**src/rtl/periferico_spi.sv**
```systemverilog
// SPI peripheral (slave) with a 16-bit word size.
// SCK, SS and MOSI are asynchronous to clk and are resynchronised before use;
// SCK edges are recovered by comparing the synchronised level with its previous value.
// CKP selects the SCK idle level and CPH selects which SCK edge samples and which shifts.
module periferico_spi #(
    parameter bit CKP = 1'b0,
    parameter bit CPH = 1'b0
) (
    input  logic        clk,
    input  logic        reset,
    input  logic        SCK,
    input  logic        SS,
    input  logic        MOSI,
    input  logic [15:0] tx_data,
    output logic        MISO,
    output logic [15:0] rx_data,
    output logic        rx_valid,
    output logic        busy
);

    typedef enum logic [1:0] {
        StIdle,
        StTransfer,
        StDone
    } state_e;

    state_e state_q, state_d;

    // Synchroniser stages plus one history flop each for edge detection
    logic sck_meta, sck_sync, sck_prev;
    logic ss_meta, ss_sync, ss_prev;
    logic mosi_meta, mosi_sync;

    // Start-of-word gating: SS must be seen high after reset before a fall counts
    logic [1:0] primed_q;
    logic       armed_q;

    logic [3:0]  bit_cnt_q;
    logic [15:0] tx_sr_q;
    logic [15:0] rx_sr_q;
    logic [15:0] rx_data_q;
    logic        rx_valid_q;
    logic        miso_en_q;

    logic lead_edge, trail_edge;
    logic sample_edge, shift_edge;
    logic ss_fall, last_bit;

    // Two-flop synchronisers and the SS arming logic
    always_ff @(posedge clk) begin
        if (!reset) begin
            sck_meta  <= CKP;
            sck_sync  <= CKP;
            sck_prev  <= CKP;
            ss_meta   <= 1'b1;
            ss_sync   <= 1'b1;
            ss_prev   <= 1'b1;
            mosi_meta <= 1'b0;
            mosi_sync <= 1'b0;
            primed_q  <= 2'b00;
            armed_q   <= 1'b0;
        end else begin
            sck_meta  <= SCK;
            sck_sync  <= sck_meta;
            sck_prev  <= sck_sync;
            ss_meta   <= SS;
            ss_sync   <= ss_meta;
            ss_prev   <= ss_sync;
            mosi_meta <= MOSI;
            mosi_sync <= mosi_meta;
            // primed_q[1] marks when ss_sync first carries a real post-reset sample,
            // so an SS held low through reset cannot look like a fresh falling edge
            primed_q  <= {primed_q[0], 1'b1};
            armed_q   <= armed_q | (primed_q[1] & ss_sync);
        end
    end

    // Edge classification relative to the idle level
    always_comb begin
        lead_edge   = (sck_prev == CKP) && (sck_sync != CKP);
        trail_edge  = (sck_prev != CKP) && (sck_sync == CKP);
        sample_edge = CPH ? trail_edge : lead_edge;
        shift_edge  = CPH ? lead_edge : trail_edge;
        ss_fall     = armed_q && ss_prev && !ss_sync;
        last_bit    = sample_edge && (bit_cnt_q == 4'd15);
    end

    // State register
    always_ff @(posedge clk) begin
        if (!reset) begin
            state_q <= StIdle;
        end else begin
            state_q <= state_d;
        end
    end

    // Next-state and output decode
    always_comb begin
        state_d = state_q;
        busy    = 1'b0;
        MISO    = 1'b0;
        unique case (state_q)
            StIdle: begin
                if (ss_fall) begin
                    state_d = StTransfer;
                end
            end
            StTransfer: begin
                busy = 1'b1;
                MISO = miso_en_q & tx_sr_q[15];
                // A word that completes on the same cycle SS rises is still delivered
                if (last_bit) begin
                    state_d = StDone;
                end else if (ss_sync) begin
                    state_d = StIdle;
                end
            end
            StDone: begin
                busy    = 1'b1;
                MISO    = miso_en_q & tx_sr_q[15];
                state_d = ss_sync ? StIdle : StTransfer;
            end
            default: begin
                state_d = StIdle;
            end
        endcase
    end

    // Shift registers, bit counter and received-word register
    always_ff @(posedge clk) begin
        if (!reset) begin
            bit_cnt_q  <= 4'd0;
            tx_sr_q    <= 16'h0000;
            rx_sr_q    <= 16'h0000;
            rx_data_q  <= 16'h0000;
            rx_valid_q <= 1'b0;
            miso_en_q  <= 1'b0;
        end else begin
            rx_valid_q <= 1'b0;
            unique case (state_q)
                StIdle: begin
                    bit_cnt_q <= 4'd0;
                    miso_en_q <= 1'b0;
                    if (ss_fall) begin
                        tx_sr_q   <= tx_data;
                        // CPH=0 drives the MSB straight away; CPH=1 waits for the first leading edge
                        miso_en_q <= ~CPH;
                    end
                end
                StTransfer: begin
                    if (ss_sync && !last_bit) begin
                        bit_cnt_q <= 4'd0;
                    end else begin
                        if (sample_edge) begin
                            rx_sr_q   <= {rx_sr_q[14:0], mosi_sync};
                            bit_cnt_q <= bit_cnt_q + 4'd1;
                        end
                        // With the counter at zero the shift edge belongs to a word boundary
                        // (the first leading edge for CPH=1, the last trailing edge for CPH=0)
                        // and must not disturb the freshly loaded MSB
                        if (shift_edge) begin
                            miso_en_q <= 1'b1;
                            if (bit_cnt_q != 4'd0) begin
                                tx_sr_q <= {tx_sr_q[14:0], 1'b0};
                            end
                        end
                    end
                end
                StDone: begin
                    rx_data_q  <= rx_sr_q;
                    rx_valid_q <= 1'b1;
                    tx_sr_q    <= tx_data;
                end
                default: begin
                    bit_cnt_q <= 4'd0;
                end
            endcase
        end
    end

    assign rx_data  = rx_data_q;
    assign rx_valid = rx_valid_q;

endmodule

```
**config.mk**
```make
export PLATFORM = sky130hd
export DESIGN_NAME = periferico_spi
export DESIGN_NICKNAME = d
export VERILOG_FILES = /design/src/rtl/periferico_spi.sv
export SDC_FILE = /design/constraint.sdc
export NUM_CORES = 1
export LEC_CHECK = 0
export ABC_AREA = 1
export BUFFER_PORTS_ARGS = -buffer_cell sky130_fd_sc_hd__buf_2
export CORE_UTILIZATION = 45
export CTS_BUF_LIST = sky130_fd_sc_hd__clkbuf_16
export DETAILED_ROUTE_END_ITERATION = 8
export HOLD_SLACK_MARGIN = 0.15
export MAX_ROUTING_LAYER = met4
export PLACE_DENSITY = 0.67
export SKIP_CTS_REPAIR_TIMING = 1
export SYNTH_ARGS = -nofsm -noshare
export SYNTH_HDL_FRONTEND = slang
export SYNTH_SLANG_ARGS = --single-unit
```
**constraint.sdc**
```tcl
create_clock -name clk -period 1.6 [get_ports clk]
set_clock_uncertainty 0.05 [all_clocks]
set_input_delay 0 -clock clk [delete_from_list [all_inputs] [get_ports clk]]
set_output_delay 0 -clock clk [all_outputs]
set_load 0.05 [all_outputs]
```
== Yosys cells after proc, flatten, opt, wreduce, memory -nomap -nowiden ==
Index checks and enable logic that the tools add are counted.
Storage, ports and cells
  input bits: 21
  word-level logic and storage cells: 74
  output and inout bits: 19
  flip-flop bits (word level): 67
Cells by class
  reductions and logical operators: 18
  multiplexer cells: 21
  eq/ne operators: 9
  bitwise operators: 7
  add/sub/neg operators: 1
Operators by type and width (number)
  16-bit 2-to-1 mux: 4
  16-bit case mux with 3 select lines: 1
  1-bit 2-to-1 mux: 8
  4-bit 2-to-1 mux: 2
  2-bit != test (second input constant): 4
  4-bit case mux with 2 select lines: 1
  1-bit logical AND: 6
  2-bit 2-to-1 mux: 3
  3-bit != test (second input constant): 2
  2-bit case mux with 3 select lines: 1
  3-bit AND reduction: 2
  5-bit AND reduction: 1
  4-bit by 1-bit adder with 4-bit output (second input constant): 1
  4-bit == test (second input constant): 1
  1-bit inverter: 4
  2-bit AND reduction: 2
  4-bit nonzero test: 1
  3-bit nonzero test: 1
  1-bit bitwise AND: 2
  2-bit by 1-bit == test with 1-bit output (second input constant): 1
  2-bit == test (second input constant): 1
  1-bit zero test: 2
  2-bit zero test: 1
  1-bit case mux with 2 select lines: 1
  other kinds (3): 3

== Logic depth before layout (Yosys ltp) ==
  depth in word-level cells: 7
  gate-level depth with buffers: 12
  depth with buffers taken out: 10

== Least setup slack after synthesis ==
OpenSTA, ideal clock, no wires.
  path type: reg2out
  start: reg state_q[0]
  end: out MISO
  buffers on the path: 0
  stages on the path, launching flop included: 4
  path slack: 0.045 ns
  required time: 1.550 ns
  arrival: 1.505 ns
  cells stage by stage: dfxtp_1 -> inv_1 -> ha_1 -> and3_1
Between the ends
  cells in the longest elaborated chain, start to end: 3
  elaborated cells on any way between the ends: 4
  those cells by class: 2 x eq/ne; 1 x mux; 1 x reduce/logical
RTL lines
  from (decl): RTL line 27  | state_e state_q, state_d;
  from (signal assigned): RTL line 91  | state_q <= StIdle;
  from (signal assigned): RTL line 93  | state_q <= state_d;
  2-bit by 1-bit == test with 1-bit output or 2-bit == test (tied branches): RTL line 102  | unique case (state_q)
  2-bit OR reduction (no line) *
  1-bit 2-to-1 mux *
  to (decl): RTL line 15  | output logic MISO,
Every way passes the cells marked *; elsewhere a longest branch is shown, timed or not.

== Final worst setup path ==
  start: reg state_q[0]
  end: reg tx_sr_q[4]
Between the ends
  cells in the longest elaborated chain, start to end: 3
  elaborated cells on any way between the ends: 10
  those cells by class: 6 x eq/ne; 1 x mux; 3 x reduce/logical
RTL lines
  2-bit by 1-bit == test with 1-bit output, or another cell as far along: RTL line 140  | unique case (state_q)
  2-bit != test (no line) or 3-bit nonzero test (tied branches)
  5-bit AND reduction (no line)
  to (signal assigned): RTL line 145  | tx_sr_q <= tx_data;
  to (signal assigned): RTL line 164  | tx_sr_q <= {tx_sr_q[14:0], 1'b0};
  to (signal assigned): RTL line 172  | tx_sr_q <= tx_data;
  to (decl): RTL line 39  | logic [15:0] tx_sr_q;
Several ways; a longest one is shown, not always the timed one.
A chain may end at the register's enable or synchronous reset.

==> reports/results.ini <==
[place]
placedInstanceArea_sq_um=3160
hpwlAfterDp_microns=3710
place_congestion=0.791
portBuffers=39
place_inst=471
place_ws_ns=0.000122

[grt]
grt_antenna_before_repair=0
grt_pass1_wl_microns=9180
grt_pass1_vias=2070
grtUsageTotal_pct=18.5
grt_max_degree=45
grt-ovfl-total=0

[cells_and_area]
fin_nets=457
fillerInstances=507
stdcell_count=509
synthToLayoutAreaGrowth_pct=29.8
finalInstanceArea_sq_um=3750
final_util_pct=61.8
n_antenna_cell=0
drive_gt1_share_pct=27.0

[clock_network]
clock_latency_ns=0.32
cts_max_level=3
numCtsBuffers=9
clk_path_buf_depth=2
tritoncts=yes
clk_pin_slew_ns=0.05
cts.sinks=67
cts_root_buf=clkbuf_16

[pwr]
power.density_nw_per_um2=1120
peakVddDrop_uv=628
switchingPower_mw=1.02
p_comb_share_pct=13.6
power_frac_seq_pct=42.8
p_int_mw=3.19
pwr-share-clk_pct=43.6
switching_share_pct=24.2
total_leakage_power_nw=1.68

[logic_synthesis]
synth.distinct_cells=27
synth-seq-cells=67
yosysSeqAreaShare_pct=46.5
yosysWarnings=0
synth_nets=390
ys_top_cells_by_count=73 x nand2_1, 70 x nor2_1, 67 x dfxtp_1, 23 x inv_1, 19 x o21ai_0
synth.area.top_cells=dfxtp_1 46%, nand2_1 9.5%, nor2_1 9.1%, mux2i_1 5.2%, nand3_2 3.5%
synth-async-reset-ratio_pct=0
avgSynthCellArea_sq_um=7.95
ys.flop_type=dfxtp_1
yosysMostFrequentCell=nand2_1
synth_top_area_share_pct=46.5
synthCells=363
synth_area_leader_cell=dfxtp_1
syn-cell-area_sq_um=2890
synth_edf_count=0

[sta]
post-route-period-util_pct=97.3
drv_slew=0
tns_ns=0
relSlewSlack_pct=67.4
hold_viol=0
max_freq_mhz=643
setup_viol=0
fin_crit_ns=1.56
postLayoutSetupSlackWorst_ns=0.0437
worst_pin_slew_ns=0.488

[routing]
drt-initial-drc-count=151
vias=2463
via_per_inst=4.84
drc=0
wl_per_cell_microns=12.2
ant_nets=0
routed_wl_microns=6230
firstDrtPassIters=4

[critical_path]
crit_path_max_incr_delay_ns=0.38
regToRegSetupSlack_ns=0.04
crit_type=flip-flop to flip-flop
critical_path.endpoint_type=flip-flop
critPathBufInv=2
crit_fanout=7
path_cells=inv_1 -> ha_1 -> nand2_2 -> nand2_2 -> nor2_4 -> clkbuf_16 -> nand2_1 -> nand2_1 -> nor2_1
crit_path_top_delay_cell=dfxtp_2
crit_arrival_ns=1.72
crit_family=simple AND/OR/NAND/NOR gates
crit_required_ns=1.77
critical_path.startpoint_type=flip-flop

[floorplan]
placementRows=28
die_w_microns=82.1
die_y_microns=82.1
initial_core_util_pct=47.6
ios=40
dieArea_sq_um=6740
coreArea_sq_um=6060

[run_status]
status=finished, final reports clean

[flow_run]
drv_cap=0

[worst_hold_path]
worstHoldPathType=input port to flip-flop

[power by group through the flow]
| stage | Combinational, mW | Clock, mW | Sequential, mW |
|---|---|---|---|
| 2_1_floorplan | 0.378 | 0 | 1.82 |
| 3_3_place_gp | 0.446 | 0 | 1.83 |
| 3_5_place_dp | 0.457 | 0 | 1.83 |
| 4_1_cts | 0.459 | 1.87 | 1.80 |
| 5_1_grt | 0.637 | 1.94 | 1.81 |
| 6_report | 0.571 | 1.84 | 1.80 |
[flip-flops by register name (all words and copies together), names as in the netlist]
| name | cells |
|---|---|
| miso_en_q | 1 |
| sck_sync | 1 |
| mosi_sync | 1 |
| rx_sr_q | 16 |
| mosi_meta | 1 |
| armed_q | 1 |
| sck_meta | 1 |
| primed_q | 2 |
| rx_valid | 1 |
| ss_sync | 1 |
| ss_meta | 1 |
| state_q | 2 |
| rx_data | 16 |
| tx_sr_q | 16 |
| ss_prev | 1 |
| bit_cnt_q | 4 |
| sck_prev | 1 |
[layer usage]
layer	vias to the layer above	part of all wire, %	track usage (%)
met5	-	0	-
met4	0	1.6	9.47
met3	14	3.5	3.74
met2	45	46	28.1
li1	1286	-	-
met1	1118	49	23.2
[metrics by stage]
stage          hold WS [ns]  power, mW
6_report              0.347       4.21
5_1_grt               0.363       4.39
3_5_place_dp          0.141       2.29
4_1_cts              -0.195       4.13
2_1_floorplan       -0.0223       2.20
3_3_place_gp          0.133       2.28
[cell usage in the layout (no fill, tap or decap)]
master,n
buf_6,1
bufinv_16,1
and3_1,1
nor2_1,69
nor2_4,2
nand3_2,10
clkinv_2,2
clkinv_1,1
buf_4,13
mux2i_1,15
dfxtp_1,63
o21ai_0,19
nand2_4,2
nand2_2,7
or2_2,2
inv_2,6
nand2_1,71
a21oi_1,16
nand4_1,2
inv_1,23
dlygate4sd3_1,20
nor2_2,2
buf_2,39
nand3_1,14
buf_12,1
dfxtp_4,1
clkbuf_16,11
a21oi_2,11
ha_1,3
ha_2,1
dfxtp_2,3
ha_4,2
[kinds of logic (layout without fill, tap and decap cells)]
group                      after synthesis  after routing  synth area share, %
and+or+nand+nor                        182            182                 28.3
DFF                                     67             67                 46.5
buffers and inverters                   47            118                 8.19
AOI/OAI and AO/OA                       46             46                 9.28
muxes                                   15             15                 5.20
adders and majority gates                6              6                 2.60
[area by class of cell]
class	count	area, sq um	area share, %
Multi-Input combinational cell	249	1350	36.1
Sequential cell	67	1350	36.0
Timing Repair Buffer	76	574	15.3
Clock buffer	9	225	6.01
Inverter	27	101	2.70
Tap cell	75	93.8	2.50
Clock inverter	6	51.3	1.37
[worst min-delay path, cell delays in order]
cell and delay (ns):
dlygate4sd3_1 0.52, buf_2 0.09, nand2_1 0.04, inv_1 0.04
[path summary, 6_finish.rpt]
check                          startpoint                       to  cells past startpoint
setup / recovery  state_q[0]$_SDFFE_PN0P_  tx_sr_q[4]$_SDFFE_PN0P_                      9
hold / removal                       MOSI     mosi_meta$_SDFF_PN0_                      4
setup reg to reg  state_q[0]$_SDFFE_PN0P_  tx_sr_q[4]$_SDFFE_PN0P_                      9
hold reg to reg      mosi_meta$_SDFF_PN0_     mosi_sync$_SDFF_PN0_                      2
Note: power is estimated with default switching activity, not from simulation.
